`config.mk`:
```
export PLATFORM = sky130hd
export DESIGN_NAME = mem_access_unit_flat
export DESIGN_NICKNAME = d
export VERILOG_FILES = /design/src/rtl/mem_pkg.sv /design/src/rtl/mem_access_unit_if.sv /design/src/rtl/mem_access_unit_timeout_counter.sv /design/src/rtl/mem_access_unit.sv /design/src/flat_wrapper.sv
export SDC_FILE = /design/constraint.sdc
export NUM_CORES = 1
export LEC_CHECK = 0
export CORE_ASPECT_RATIO = 0.6
export CORE_UTILIZATION = 38
export DETAILED_ROUTE_END_ITERATION = 10
export GPL_ROUTABILITY_DRIVEN = 0
export HOLD_SLACK_MARGIN = 0.1
export PLACE_DENSITY = 0.84
export RECOVER_POWER = 100
export SLEW_MARGIN = 20
export SYNTH_ARGS = -nofsm -noshare
export SYNTH_HDL_FRONTEND = slang
export SYNTH_HIERARCHICAL = 1
export SYNTH_SLANG_ARGS = --single-unit
```
`constraint.sdc`:
```
create_clock -name clk -period 2.35 [get_ports clk]
set_input_delay 0.47 -clock clk [delete_from_list [all_inputs] [get_ports clk]]
set_output_delay 0.47 -clock clk [all_outputs]
set_load 0.02 [all_outputs]
```
`src/rtl/mem_pkg.sv`:
```
// Shared definitions for the memory-stage access unit.
//   mem_state_t : FSM states (IDLE, ACCESS, DONE)
//   mem_cmd_t   : decoded command from the mem_read/mem_write flag pair
//   DATA_W_DEF  : default data/address width
package mem_pkg;

    localparam int DATA_W_DEF = 16;

    typedef enum logic [1:0] {
        IDLE   = 2'd0,
        ACCESS = 2'd1,
        DONE   = 2'd2
    } mem_state_t;

    typedef enum logic [1:0] {
        CMD_NONE = 2'd0,
        CMD_RD   = 2'd1,
        CMD_WR   = 2'd2,
        CMD_BAD  = 2'd3
    } mem_cmd_t;

    function automatic mem_cmd_t decode_cmd(input logic rd, input logic wr);
        mem_cmd_t c;
        case ({rd, wr})
            2'b10:   c = CMD_RD;
            2'b01:   c = CMD_WR;
            2'b11:   c = CMD_BAD;
            default: c = CMD_NONE;
        endcase
        return c;
    endfunction

endpackage

```
`src/rtl/mem_access_unit_if.sv`:
```
// Data-memory bus between the access unit (master) and the memory (slave).
//   mem_en    : request, held high for the whole access
//   mem_wr    : 1 = write, 0 = read
//   mem_addr  : address
//   mem_wdata : store data
//   mem_rdata : read data, valid when mem_ready=1
//   mem_ready : completion from memory
interface mem_access_unit_if #(
    parameter int DATA_W = mem_pkg::DATA_W_DEF
) ();
    logic              mem_en;
    logic              mem_wr;
    logic [DATA_W-1:0] mem_addr;
    logic [DATA_W-1:0] mem_wdata;
    logic [DATA_W-1:0] mem_rdata;
    logic              mem_ready;

    modport master (
        output mem_en, mem_wr, mem_addr, mem_wdata,
        input  mem_rdata, mem_ready
    );

    modport slave (
        input  mem_en, mem_wr, mem_addr, mem_wdata,
        output mem_rdata, mem_ready
    );
endinterface

```
`src/rtl/mem_access_unit_timeout_counter.sv`:
```
// Access timeout counter.
//   clk, rst : clock, synchronous active-high reset
//   clr      : synchronous clear (held while not accessing)
//   en       : count one cycle of ACCESS
//   expired  : the current ACCESS cycle is the TIMEOUT-th one
module timeout_counter #(
    parameter int TIMEOUT = 255
) (
    input  logic clk,
    input  logic rst,
    input  logic clr,
    input  logic en,
    output logic expired
);
    import mem_pkg::*;

    logic [7:0] cnt;

    always_ff @(posedge clk) begin
        if (rst || clr)
            cnt <= '0;
        else if (en)
            cnt <= cnt + 8'd1;
    end

    // cnt holds the number of ACCESS cycles already completed, so the
    // abort fires on the edge that would bring the count up to TIMEOUT.
    assign expired = en && (cnt == 8'(TIMEOUT - 1));

endmodule

```
`src/rtl/mem_access_unit.sv`:
```
// Memory-stage access unit: one load/store per command against a
// variable-latency memory, with pass-through for non-memory instructions.
//   clk, rst    : clock, synchronous active-high reset
//   start       : command valid, sampled only in IDLE
//   alu_result  : address, or pass-through value
//   wr_data     : store data
//   mem_read/mem_write : command flags
//   busy        : state != IDLE
//   done        : one-cycle completion pulse
//   rd_data     : writeback value, held after done
//   err         : failure flag, only during done
//   mem         : memory bus (master side)
module mem_access_unit
    import mem_pkg::*;
#(
    parameter int DATA_W  = DATA_W_DEF,
    parameter int TIMEOUT = 255
) (
    input  logic              clk,
    input  logic              rst,
    input  logic              start,
    input  logic [DATA_W-1:0] alu_result,
    input  logic [DATA_W-1:0] wr_data,
    input  logic              mem_read,
    input  logic              mem_write,
    output logic              busy,
    output logic              done,
    output logic [DATA_W-1:0] rd_data,
    output logic              err,
    mem_access_unit_if.master mem
);

    mem_state_t        state_q, state_d;
    logic              wr_q, wr_d;
    logic [DATA_W-1:0] addr_q, addr_d;
    logic [DATA_W-1:0] wdata_q, wdata_d;
    logic [DATA_W-1:0] rd_q, rd_d;
    logic              err_q, err_d;
    logic              expired;

    timeout_counter #(.TIMEOUT(TIMEOUT)) u_tmo (
        .clk     (clk),
        .rst     (rst),
        .clr     (state_q != ACCESS),
        .en      (state_q == ACCESS),
        .expired (expired)
    );

    always_ff @(posedge clk) begin
        if (rst) begin
            state_q <= IDLE;
            wr_q    <= 1'b0;
            addr_q  <= '0;
            wdata_q <= '0;
            rd_q    <= '0;
            err_q   <= 1'b0;
        end else begin
            state_q <= state_d;
            wr_q    <= wr_d;
            addr_q  <= addr_d;
            wdata_q <= wdata_d;
            rd_q    <= rd_d;
            err_q   <= err_d;
        end
    end

    always_comb begin
        state_d = state_q;
        wr_d    = wr_q;
        addr_d  = addr_q;
        wdata_d = wdata_q;
        rd_d    = rd_q;
        err_d   = 1'b0;   // err is only ever set for the single DONE cycle
        case (state_q)
            IDLE: begin
                if (start) begin
                    addr_d  = alu_result;
                    wdata_d = wr_data;
                    case (decode_cmd(mem_read, mem_write))
                        CMD_RD:   begin state_d = ACCESS; wr_d = 1'b0; end
                        CMD_WR:   begin state_d = ACCESS; wr_d = 1'b1; end
                        CMD_NONE: begin state_d = DONE;   rd_d = alu_result; end
                        default:  begin state_d = DONE;   err_d = 1'b1; end
                    endcase
                end
            end
            ACCESS: begin
                // ready is checked first so it wins over a coincident timeout
                if (mem.mem_ready) begin
                    state_d = DONE;
                    if (!wr_q)
                        rd_d = mem.mem_rdata;
                end else if (expired) begin
                    state_d = DONE;
                    err_d   = 1'b1;
                    rd_d    = '0;
                end
            end
            DONE:    state_d = IDLE;
            default: state_d = IDLE;
        endcase
    end

    assign busy          = (state_q != IDLE);
    assign done          = (state_q == DONE);
    assign err           = err_q;
    assign rd_data       = rd_q;
    assign mem.mem_en    = (state_q == ACCESS);
    assign mem.mem_wr    = wr_q;
    assign mem.mem_addr  = addr_q;
    assign mem.mem_wdata = wdata_q;

endmodule

```
`src/flat_wrapper.sv`:
```
// flat-port wrapper written by rule: the top's interface ports become plain ports
module mem_access_unit_flat import mem_pkg::*;
#(
    parameter int DATA_W  = DATA_W_DEF,
    parameter int TIMEOUT = 255
)
  (clk, rst, start, alu_result, wr_data, mem_read, mem_write, busy, done, rd_data, err, mem_mem_en, mem_mem_wr, mem_mem_addr, mem_mem_wdata, mem_mem_rdata, mem_mem_ready);
  mem_access_unit_if #(.DATA_W(DATA_W)) mem_i ();
  input  logic clk;
  input  logic rst;
  input  logic start;
  input  logic [DATA_W-1:0] alu_result;
  input  logic [DATA_W-1:0] wr_data;
  input  logic mem_read;
  input  logic mem_write;
  output logic busy;
  output logic done;
  output logic [DATA_W-1:0] rd_data;
  output logic err;
  output wire logic [$bits(mem_i.mem_en)-1:0] mem_mem_en;
  output wire logic [$bits(mem_i.mem_wr)-1:0] mem_mem_wr;
  output wire logic [$bits(mem_i.mem_addr)-1:0] mem_mem_addr;
  output wire logic [$bits(mem_i.mem_wdata)-1:0] mem_mem_wdata;
  input wire logic [$bits(mem_i.mem_rdata)-1:0] mem_mem_rdata;
  input wire logic [$bits(mem_i.mem_ready)-1:0] mem_mem_ready;
  assign mem_mem_en = mem_i.mem_en;
  assign mem_mem_wr = mem_i.mem_wr;
  assign mem_mem_addr = mem_i.mem_addr;
  assign mem_mem_wdata = mem_i.mem_wdata;
  assign mem_i.mem_rdata = mem_mem_rdata;
  assign mem_i.mem_ready = mem_mem_ready;
  mem_access_unit #(.DATA_W(DATA_W), .TIMEOUT(TIMEOUT)) u_core (.clk(clk), .rst(rst), .start(start), .alu_result(alu_result), .wr_data(wr_data), .mem_read(mem_read), .mem_write(mem_write), .busy(busy), .done(done), .rd_data(rd_data), .err(err), .mem(mem_i));
endmodule
```
==> reports/results.tsv, run 1 <==
metric	value	unit
status	finished, final reports clean	
Reg2Reg Depth	9	
dpl hpwl	5110	um
worst hold endpoint	u_core/mem.mem_wdata[12]$_SDFFE_PP0P_	
hold slack	0.451	ns
Remaining DRCs	0	
Worst-Margin Slew	0.582	ns
Setup TNS	0	ns
CP Data Arrival Time	1.68	ns
via count	2512	
Overall Global Routing Usage	0.220	
crit path time final	2.15	ns
Worst R2R Start	u_core/state_q[1]$_SDFFE_PP0P_	
worst setup path class	flip-flop to output pin	
first-pass detailed-route iteration total	4	
worst r2r dst	u_core/rd_data[7]$_SDFFE_PP0P_	
Layout area overhead	48.6	%
clock latency on the worst-skew pair	0.34	ns
Critical Path RT	1.88	ns
multi-input logic area	1160	um2
Worst Setup End Kind	output pin	
Seq/Total Area, Yosys	0.468	
Yosys cell types	33	
peak supply drop	0.372	mV
final net count	472	
CTS max path bufs	2	
worst rel slew slack	0.612	
CTS clk-pin slew, worst paths	0.07	ns
Seq. cell area	1200	um2
antenna violations before repair	0	
Avg Cell Area, Syn	8.39	um2
Root Buffer	clkbuf_8	
post-DR wirelength/cell	14.3	um
max-slew violation count	0	
fin crit share	0.915	
Fin. Hold Viols	0	
Min-Delay Path Depth	2	
DR iter-0 viols	128	
Die ar.	7100	um2
Num CTS Buffers	9	
antenna cell count	0	
final core occ	0.605	
worst reg2reg setup slack	0.41	ns
largest net degree at the start of global routing	53	
switching share of power	0.303	
clk_skew	0.0112	ns
Switch Pwr	0.000762	W
core area	6300	um2
HP Class	flip-flop to flip-flop	
CTS sink count	60	
Reg power frac	0.444	
Mapped Cells	306	
global-route wire length before repair	11800	um
Layout fillers	571	
power density over cell area	660	nW/um2
asr flop ratio synth	0	
Remaining Overflow, GRT	0	
RSZ-0062 raised after global routing	no	
CTS tree	done	
via-per-instance ratio	5.00	
hold path start	u_core/mem.mem_wdata[12]$_SDFFE_PP0P_	
Clock power frac	0.325	
Post-DRT Antenna Nets	0	
Most used DFF post-synth	dfxtp_1	
number of I/O port buffers	106	
Setup violations, final	0	
hold buffers post-CTS	0	
Initial Util	0.407	
die height	65.7	um
Seq cells post-synth	60	
IO Count	107	
drt total wl	7180	um
max-cap violations	0	
post-synthesis cell area	2570	um2
crit path max fanout	8	
total nets after synthesis	365	
share of layout cells above drive strength 1	0.0837	
post-cts resize count	0	
Post-synth EDFFs	0	
row count	22	
Ys Warns	6	
Worst setup SP type	flip-flop	
Fmax	465	MHz
Lkg Pwr	1.54	nW
vias in the first global route	2438	
Int Pwr	0.00176	W
Die Wd	108	um
Gate power share	0.230	
post-CTS setup buffer count	0	
H-tree levels	3	
==> metal layers <==
metal | wire, um | track usage | up-vias
met5 | 0 | 0 | -
met4 | 38 | 0.0668 | 0
met3 | 683 | 0.0972 | 7
met2 | 3360 | 0.342 | 99
met1 | 3090 | 0.273 | 1141
li1 | - | - | 1265
==> final cells by class <==
class / instances / share of cell area
Clock inverter: 5 / 0.00722
Tap cell: 84 / 0.0276
Timing Repair Buffer: 120 / 0.305
Sequential cell: 60 / 0.315
Clock buffer: 11 / 0.0371
Multi-Input combinational cell: 217 / 0.303
Inverter: 5 / 0.00492
==> Yosys cell counts, types with 2 or more instances <==
cell type	instances	share of area
a21oi_1	53	0.10
xor2_1	3	0.010
buf_6	3	0.013
nor2_1	11	0.016
clkbuf_1	14	0.020
nand4_1	3	0.0073
a311oi_2	10	0.058
or3_1	4	0.0097
nand2b_1	2	0.0049
buf_2	3	0.0058
a311oi_1	6	0.020
ha_1	5	0.024
inv_1	4	0.0058
dfxtp_1	60	0.47
buf_4	3	0.0088
nand3_1	19	0.037
nand2_1	85	0.12
o21ai_0	3	0.0058
==> worst max path at each step <==
stage / start / endpoint / cells after the start
final: u_core/state_q[0]$_SDFFE_PP0P_ / busy / 4
after detailed placement: mem_read / u_core/rd_data[1]$_SDFFE_PP0P_ / 8
after floorplan: u_core/state_q[1]$_SDFFE_PP0P_ / u_core/rd_data[0]$_SDFFE_PP0P_ / 12
after global placement: mem_write / u_core/rd_data[9]$_SDFFE_PP0P_ / 8
after CTS: u_core/state_q[1]$_SDFFE_PP0P_ / mem_mem_en / 3
after global routing: u_core/state_q[0]$_SDFFE_PP0P_ / busy / 4
==> critical path, stage by stage (launching register included) <==
cell and delay (ns):
dfxtp_1 0.35, buf_4 0.19, nor2_1 0.07, inv_1 0.04
dlygate4sd3_1 0.69
==> cells by family after synthesis <==
logic type	count (synthesis)	share of synthesized area
AND/OR/NAND/NOR	132	0.223
buffers and inverters	29	0.0633
adder cells (fa/ha/maj)	5	0.0244
flip-flops	60	0.468
XOR/XNOR	4	0.0136
AO/OA/AOI/OAI	76	0.208
==> metrics by stage <==
stage / setup slack, ns / total power (W) / area [um2] / cells
finish: 0.199 / 0.00252 / 3810 / 502
detailed placement: 0.0850 / 0.00177 / 3710 / 486
global placement: 0.195 / 0.00175 / 3710 / 486
floorplan: 0.0789 / 0.00147 / 2570 / 306
global route: 0.0824 / 0.00265 / 3810 / 502
CTS: 0.210 / 0.00259 / 3880 / 502
==> layout by cell type, fill, tap and decap left out, drive strengths merged, types with 2 or more instances in the layout <==
cell / count
clkdlybuf4s50: 52
clkbuf: 14
buf: 12
nand4: 4
o21ai: 3
a311oi: 17
inv: 4
nand3: 19
a21oi: 54
dlygate4sd3: 53
xor2: 3
nand2b: 2
or3: 4
nand2: 85
clkinv: 5
nor2: 12
ha: 5
dfxtp: 60
==> state kept, by name (all words and copies together) (netlist names) <==
register,flops
u_core/err,1
u_core/mem.mem_addr,16
u_core/mem.mem_wdata,16
u_core/mem.mem_wr,1
u_core/rd_data,16
u_core/state_q,2
u_core/u_tmo/cnt,8
==> power by group through the flow <==
stage                     Sequential (W)  Combinational (W)  Clock (W)
after floorplan                  0.00122           0.000245          0
after global placement           0.00114           0.000612          0
final                            0.00112           0.000579   0.000819
after detailed placement         0.00114           0.000624          0
after CTS                        0.00112           0.000626   0.000837
after global routing             0.00113           0.000629   0.000891
(Power assumes the default switching activity.)
==> inputs of run 2 (changes only) <==
--- a/config.mk
+++ b/config.mk
@@ -6,11 +6,11 @@
 export NUM_CORES = 1
 export LEC_CHECK = 0
 export CORE_ASPECT_RATIO = 0.6
-export CORE_UTILIZATION = 38
+export CORE_UTILIZATION = 43
 export DETAILED_ROUTE_END_ITERATION = 10
 export GPL_ROUTABILITY_DRIVEN = 0
 export HOLD_SLACK_MARGIN = 0.1
-export PLACE_DENSITY = 0.84
+export PLACE_DENSITY = 0.9
 export RECOVER_POWER = 100
 export SLEW_MARGIN = 20
 export SYNTH_ARGS = -nofsm -noshare
==> constraint.sdc (replaced) <==
create_clock -name clk -period 2.42 [get_ports clk]
set_input_delay 0.484 -clock clk [delete_from_list [all_inputs] [get_ports clk]]
set_output_delay 0.484 -clock clk [all_outputs]
set_load 0.02 [all_outputs]
==> reports/results.tsv, run 2 (synthesis gave the netlist of run 1 again) <==
metric	value	unit
clock latency on the worst-skew pair	0.34	ns
Critical Path RT	1.94	ns
most common cell after layout, fill and taps aside	nand2_1	
Root Buffer	clkbuf_8	
Num CTS Buffers	9	
Place WS	0.165	ns
Layout area overhead	49.7	%
hold buffers post-CTS	0	
first-pass detailed-route iteration total	5	
Reg2Reg Depth	9	
via-per-instance ratio	5.05	
Remaining DRCs	0	
Post-DRT Antenna Nets	0	
Worst setup SP type	flip-flop	
max-slew violation count	0	
Fmax	444	MHz
commonest cells after routing, fill and taps aside	nand2_1 (85), dfxtp_1 (60), a21oi_1 (54)	
Lkg Pwr	1.57	nW
HP Class	flip-flop to flip-flop	
drt total wl	7310	um
Die Wd	102	um
CP Data Arrival Time	1.77	ns
Setup violations, final	0	
antenna violations before repair	0	
global-route wire length before repair	10900	um
crit path max fanout	17	
max-cap violations	0	
final core occ	0.677	
worst rel slew slack	0.374	
largest net degree at the start of global routing	37	
post-DR wirelength/cell	14.6	um
Worst-Margin Slew	0.940	ns
final net count	473	
power density over cell area	667	nW/um2
core area	5680	um2
row count	21	
Min-Delay Path Depth	2	
Final Instance Area	3840	um2
antenna cell count	0	
Fin. Hold Viols	0	
status	finished, final reports clean	
Overall Global Routing Usage	0.235	
post-cts resize count	0	
fin crit share	0.931	
dpl hpwl	5210	um
H-tree levels	3	
peak supply drop	0.409	mV
number of I/O port buffers	106	
crit path time final	2.25	ns
Remaining Overflow, GRT	0	
CTS max path bufs	2	
clk_skew	0.00565	ns
vias in the first global route	2284	
IO Count	107	
CTS clk-pin slew, worst paths	0.07	ns
die height	61.9	um
Die ar.	6290	um2
worst setup path class	flip-flop to output pin	
CTS tree	done	
Worst Setup End Kind	output pin	
Total Power	0.00256	W
share of layout cells above drive strength 1	0.0907	
dpl cell area	3700	um2
CTS sink count	60	
RSZ-0062 raised after global routing	no	
Setup TNS	0	ns
via count	2522	
DR iter-0 viols	134	
Initial Util	0.452	
final setup margin	0.166	ns
post-CTS setup buffer count	0	
-- run 2: path summary, 6_finish.rpt --
check / startpoint / to / slack, ns
setup reg to reg: u_core/state_q[1]$_SDFFE_PP0P_ / u_core/rd_data[6]$_SDFFE_PP0P_ / 0.31
setup / recovery: u_core/state_q[1]$_SDFFE_PP0P_ / mem_mem_en / 0.17
hold reg to reg: u_core/mem.mem_addr[6]$_SDFFE_PP0P_ / u_core/mem.mem_addr[6]$_SDFFE_PP0P_ / 0.45
hold / removal: u_core/mem.mem_addr[6]$_SDFFE_PP0P_ / u_core/mem.mem_addr[6]$_SDFFE_PP0P_ / 0.45
-- run 2: routing by layer --
metal  wire (um)  vias up  part of all wire  global-route usage
li1            -     1262                 -                   -
met5           0        -                 0                   0
met4          48        0            0.0066              0.0745
met1        3200     1157              0.44               0.282
met2        3350       99              0.46               0.371
met3         699        4             0.096               0.124
-- run 2: power breakdown --
| part | switching (W) | internal [W] | total [W] |
|---|---|---|---|
| clock network | 0.000388 | 0.000524 | 0.000912 |
| registers | 0.0000321 | 0.00105 | 0.00109 |
| logic | 0.000310 | 0.000255 | 0.000565 |
-- run 2: layout make-up --
type                    count  area [um2]
clock inverters             5        50.0
fillers                   486        1830
well taps                  80         100
repair buffers            121        1150
inverters                   5        18.8
flip-flops and latches     60        1200
multi-input cells         217        1170
clock buffers              11         151
-- run 2: metrics by stage --
stage / hold WS, ns / instances
2_1_floorplan: 0.458 / 306
3_3_place_gp: 0.442 / 483
3_5_place_dp: 0.448 / 483
4_1_cts: 0.458 / 499
5_1_grt: 0.473 / 499
6_report: 0.452 / 499
-- run 2: worst max-delay path: stages (launching register included) --
cell	delay, ns
dfxtp_1	0.31
nand2b_1	0.16
clkinv_1	0.09
buf_4	0.23
clkdlybuf4s50_1	0.63
==> inputs of run 3 (changes only) <==
--- a/config.mk
+++ b/config.mk
@@ -7,11 +7,12 @@
 export LEC_CHECK = 0
 export CORE_ASPECT_RATIO = 0.6
 export CORE_UTILIZATION = 43
+export CTS_BUF_LIST = sky130_fd_sc_hd__clkbuf_8 sky130_fd_sc_hd__clkbuf_16
 export DETAILED_ROUTE_END_ITERATION = 10
 export GPL_ROUTABILITY_DRIVEN = 0
-export HOLD_SLACK_MARGIN = 0.1
 export PLACE_DENSITY = 0.9
 export RECOVER_POWER = 100
+export SETUP_SLACK_MARGIN = 0.5
 export SLEW_MARGIN = 20
 export SYNTH_ARGS = -nofsm -noshare
 export SYNTH_HDL_FRONTEND = slang
==> reports/results.tsv, run 3 (synthesis gave the netlist of run 1 again) <==
metric	value	unit
Worst R2R Start	u_core/state_q[1]$_SDFFE_PP0P_	
first-pass detailed-route iteration total	5	
Metal-1 WL	3460	um
drt total wl	7840	um
Worst setup SP type	flip-flop	
clk_skew	0.00631	ns
core area	5680	um2
most common cell after layout, fill and taps aside	nand2_1	
max-slew violation count	0	
Worst Setup End Kind	output pin	
largest net degree at the start of global routing	53	
crit path max fanout	9	
worst setup path class	flip-flop to output pin	
global-route wire length before repair	11100	um
RSZ-0062 raised after global routing	no	
Lkg Pwr	1.64	nW
WL met3	682	um
vias in the first global route	2320	
peak supply drop	0.394	mV
Initial Util	0.452	
Reg2Reg Depth	9	
CP startpoint	u_core/state_q[1]$_SDFFE_PP0P_	
Remaining Overflow, GRT	0	
CTS sink count	60	
CTS clk-pin slew, worst paths	0.06	ns
power density over cell area	623	nW/um2
DR iter-0 viols	192	
share of layout cells above drive strength 1	0.112	
Root Buffer	clkbuf_8	
die height	61.9	um
Remaining DRCs	0	
Switch Pwr	0.000720	W
Reg power frac	0.441	
hold buffers post-CTS	0	
Layout area overhead	54.3	%
Overall Global Routing Usage	0.238	
Setup TNS	0	ns
crit path time final	2.03	ns
Clock power frac	0.311	
Post-DRT Antenna Nets	0	
HP Class	flip-flop to flip-flop	
Setup violations, final	0	
CP Data Arrival Time	1.55	ns
status	finished, final reports clean	
Worst-Margin Slew	0.587	ns
Fin. Hold Viols	0	
Int Pwr	0.00175	W
max-cap violations	0	
worst reg2reg setup slack	0.39	ns
post-DR wirelength/cell	15.4	um
IO Count	107	
Die Wd	102	um
fin crit share	0.839	
switching share of power	0.292	
Num CTS Buffers	9	
Gate power share	0.248	
Fmax	492	MHz
commonest cells after routing, fill and taps aside	nand2_1 (85), dfxtp_1 (59), a21oi_1 (53)	
clock latency on the worst-skew pair	0.33	ns
dpl hpwl	4950	um
row count	21	
metal2 WL	3630	um
hold slack	0.451	ns
antenna violations before repair	0	
number of I/O port buffers	106	
worst rel slew slack	0.609	
final net count	483	
via-per-instance ratio	5.15	
CTS max path bufs	2	
Critical Path RT	1.94	ns
H-tree levels	3	
highest routed layer	met4	
Die ar.	6290	um2
CTS tree	done	
antenna cell count	0	
worst setup path endpoint	mem_mem_en	
via count	2616	
worst r2r dst	u_core/rd_data[9]$_SDFFE_PP0P_	
-- run 3: cell count changes in the layout (fill, tap and decap cells not counted), moves of 2 or more --
cell / change
a311oi_1: +2
buf_6: +4
a311oi_2: -2
inv_1: +2
buf_4: +3
dlygate4sd3_1: -2
clkinv_2: -2
dlygate4sd2_1: +3
-- run 3: area by class of cell --
cell class,count,area [um2]
Timing Repair inverter,1,8.76
Timing Repair Buffer,129,1260
Inverter,5,31.3
Sequential cell,60,1200
Clock inverter,4,17.5
Multi-Input combinational cell,218,1190
Tap cell,80,100
Clock buffer,11,151
Fill cell,476,1710
-- run 3: critical path: stages (launching register included) --
cell and delay (ns):
dfxtp_1 0.42, nand2b_1 0.33, clkinv_8 0.12, dlygate4sd2_1 0.34
-- run 3: worst min path at each step --
| stage | to | depth (start not counted) | from | slack (ns) |
|---|---|---|---|---|
| after CTS | u_core/mem.mem_wdata[0]$_SDFFE_PP0P_ | 2 | u_core/mem.mem_wdata[0]$_SDFFE_PP0P_ | 0.46 |
| after floorplan | u_core/u_tmo/cnt[6]$_SDFFE_PP0P_ | 2 | u_core/u_tmo/cnt[6]$_SDFFE_PP0P_ | 0.46 |
| after detailed placement | u_core/mem.mem_wdata[0]$_SDFFE_PP0P_ | 2 | u_core/mem.mem_wdata[0]$_SDFFE_PP0P_ | 0.45 |
| final | u_core/mem.mem_addr[0]$_SDFFE_PP0P_ | 2 | u_core/mem.mem_addr[0]$_SDFFE_PP0P_ | 0.45 |
| after global routing | u_core/mem.mem_addr[0]$_SDFFE_PP0P_ | 2 | u_core/mem.mem_addr[0]$_SDFFE_PP0P_ | 0.47 |
| after global placement | u_core/mem.mem_addr[2]$_SDFFE_PP0P_ | 2 | u_core/mem.mem_addr[2]$_SDFFE_PP0P_ | 0.44 |
-- run 3: what timing repair did --
item,4_1_cts,5_1_grt
pin swaps,0,7
setup endpoints to repair,20,17
buffers inserted,1,10
cloned,1,5
gates resized for setup,7,12
-- run 3: power groups by stage --
stage	Combinational (W)	Sequential, W	Clock, W
after floorplan	0.000245	0.00119	0
after global placement	0.000577	0.00112	0
after detailed placement	0.000592	0.00112	0
after CTS	0.000600	0.00110	0.000791
after global routing	0.000655	0.00110	0.000839
final	0.000613	0.00109	0.000767
-- run 3: per-layer routing --
| metal | GRT usage | up-vias |
|---|---|---|
| met1 | 0.283 | 1216 |
| met4 | 0.0559 | 0 |
| met3 | 0.110 | 10 |
| met2 | 0.401 | 103 |
| met5 | 0 | - |
| li1 | - | 1287 |
-- run 3: metrics by stage --
| step | setup WS, ns | total power, W | util | instance area [um2] | instances |
|---|---|---|---|---|---|
| floorplan | 0.400 | 0.00143 | - | 2600 | 306 |
| global placement | 0.237 | 0.00169 | 0.647 | 3670 | 476 |
| detailed placement | 0.139 | 0.00171 | 0.647 | 3670 | 476 |
| CTS | 0.454 | 0.00249 | 0.682 | 3870 | 493 |
| global route | 0.269 | 0.00259 | 0.698 | 3960 | 508 |
| finish | 0.389 | 0.00247 | 0.698 | 3960 | 508 |
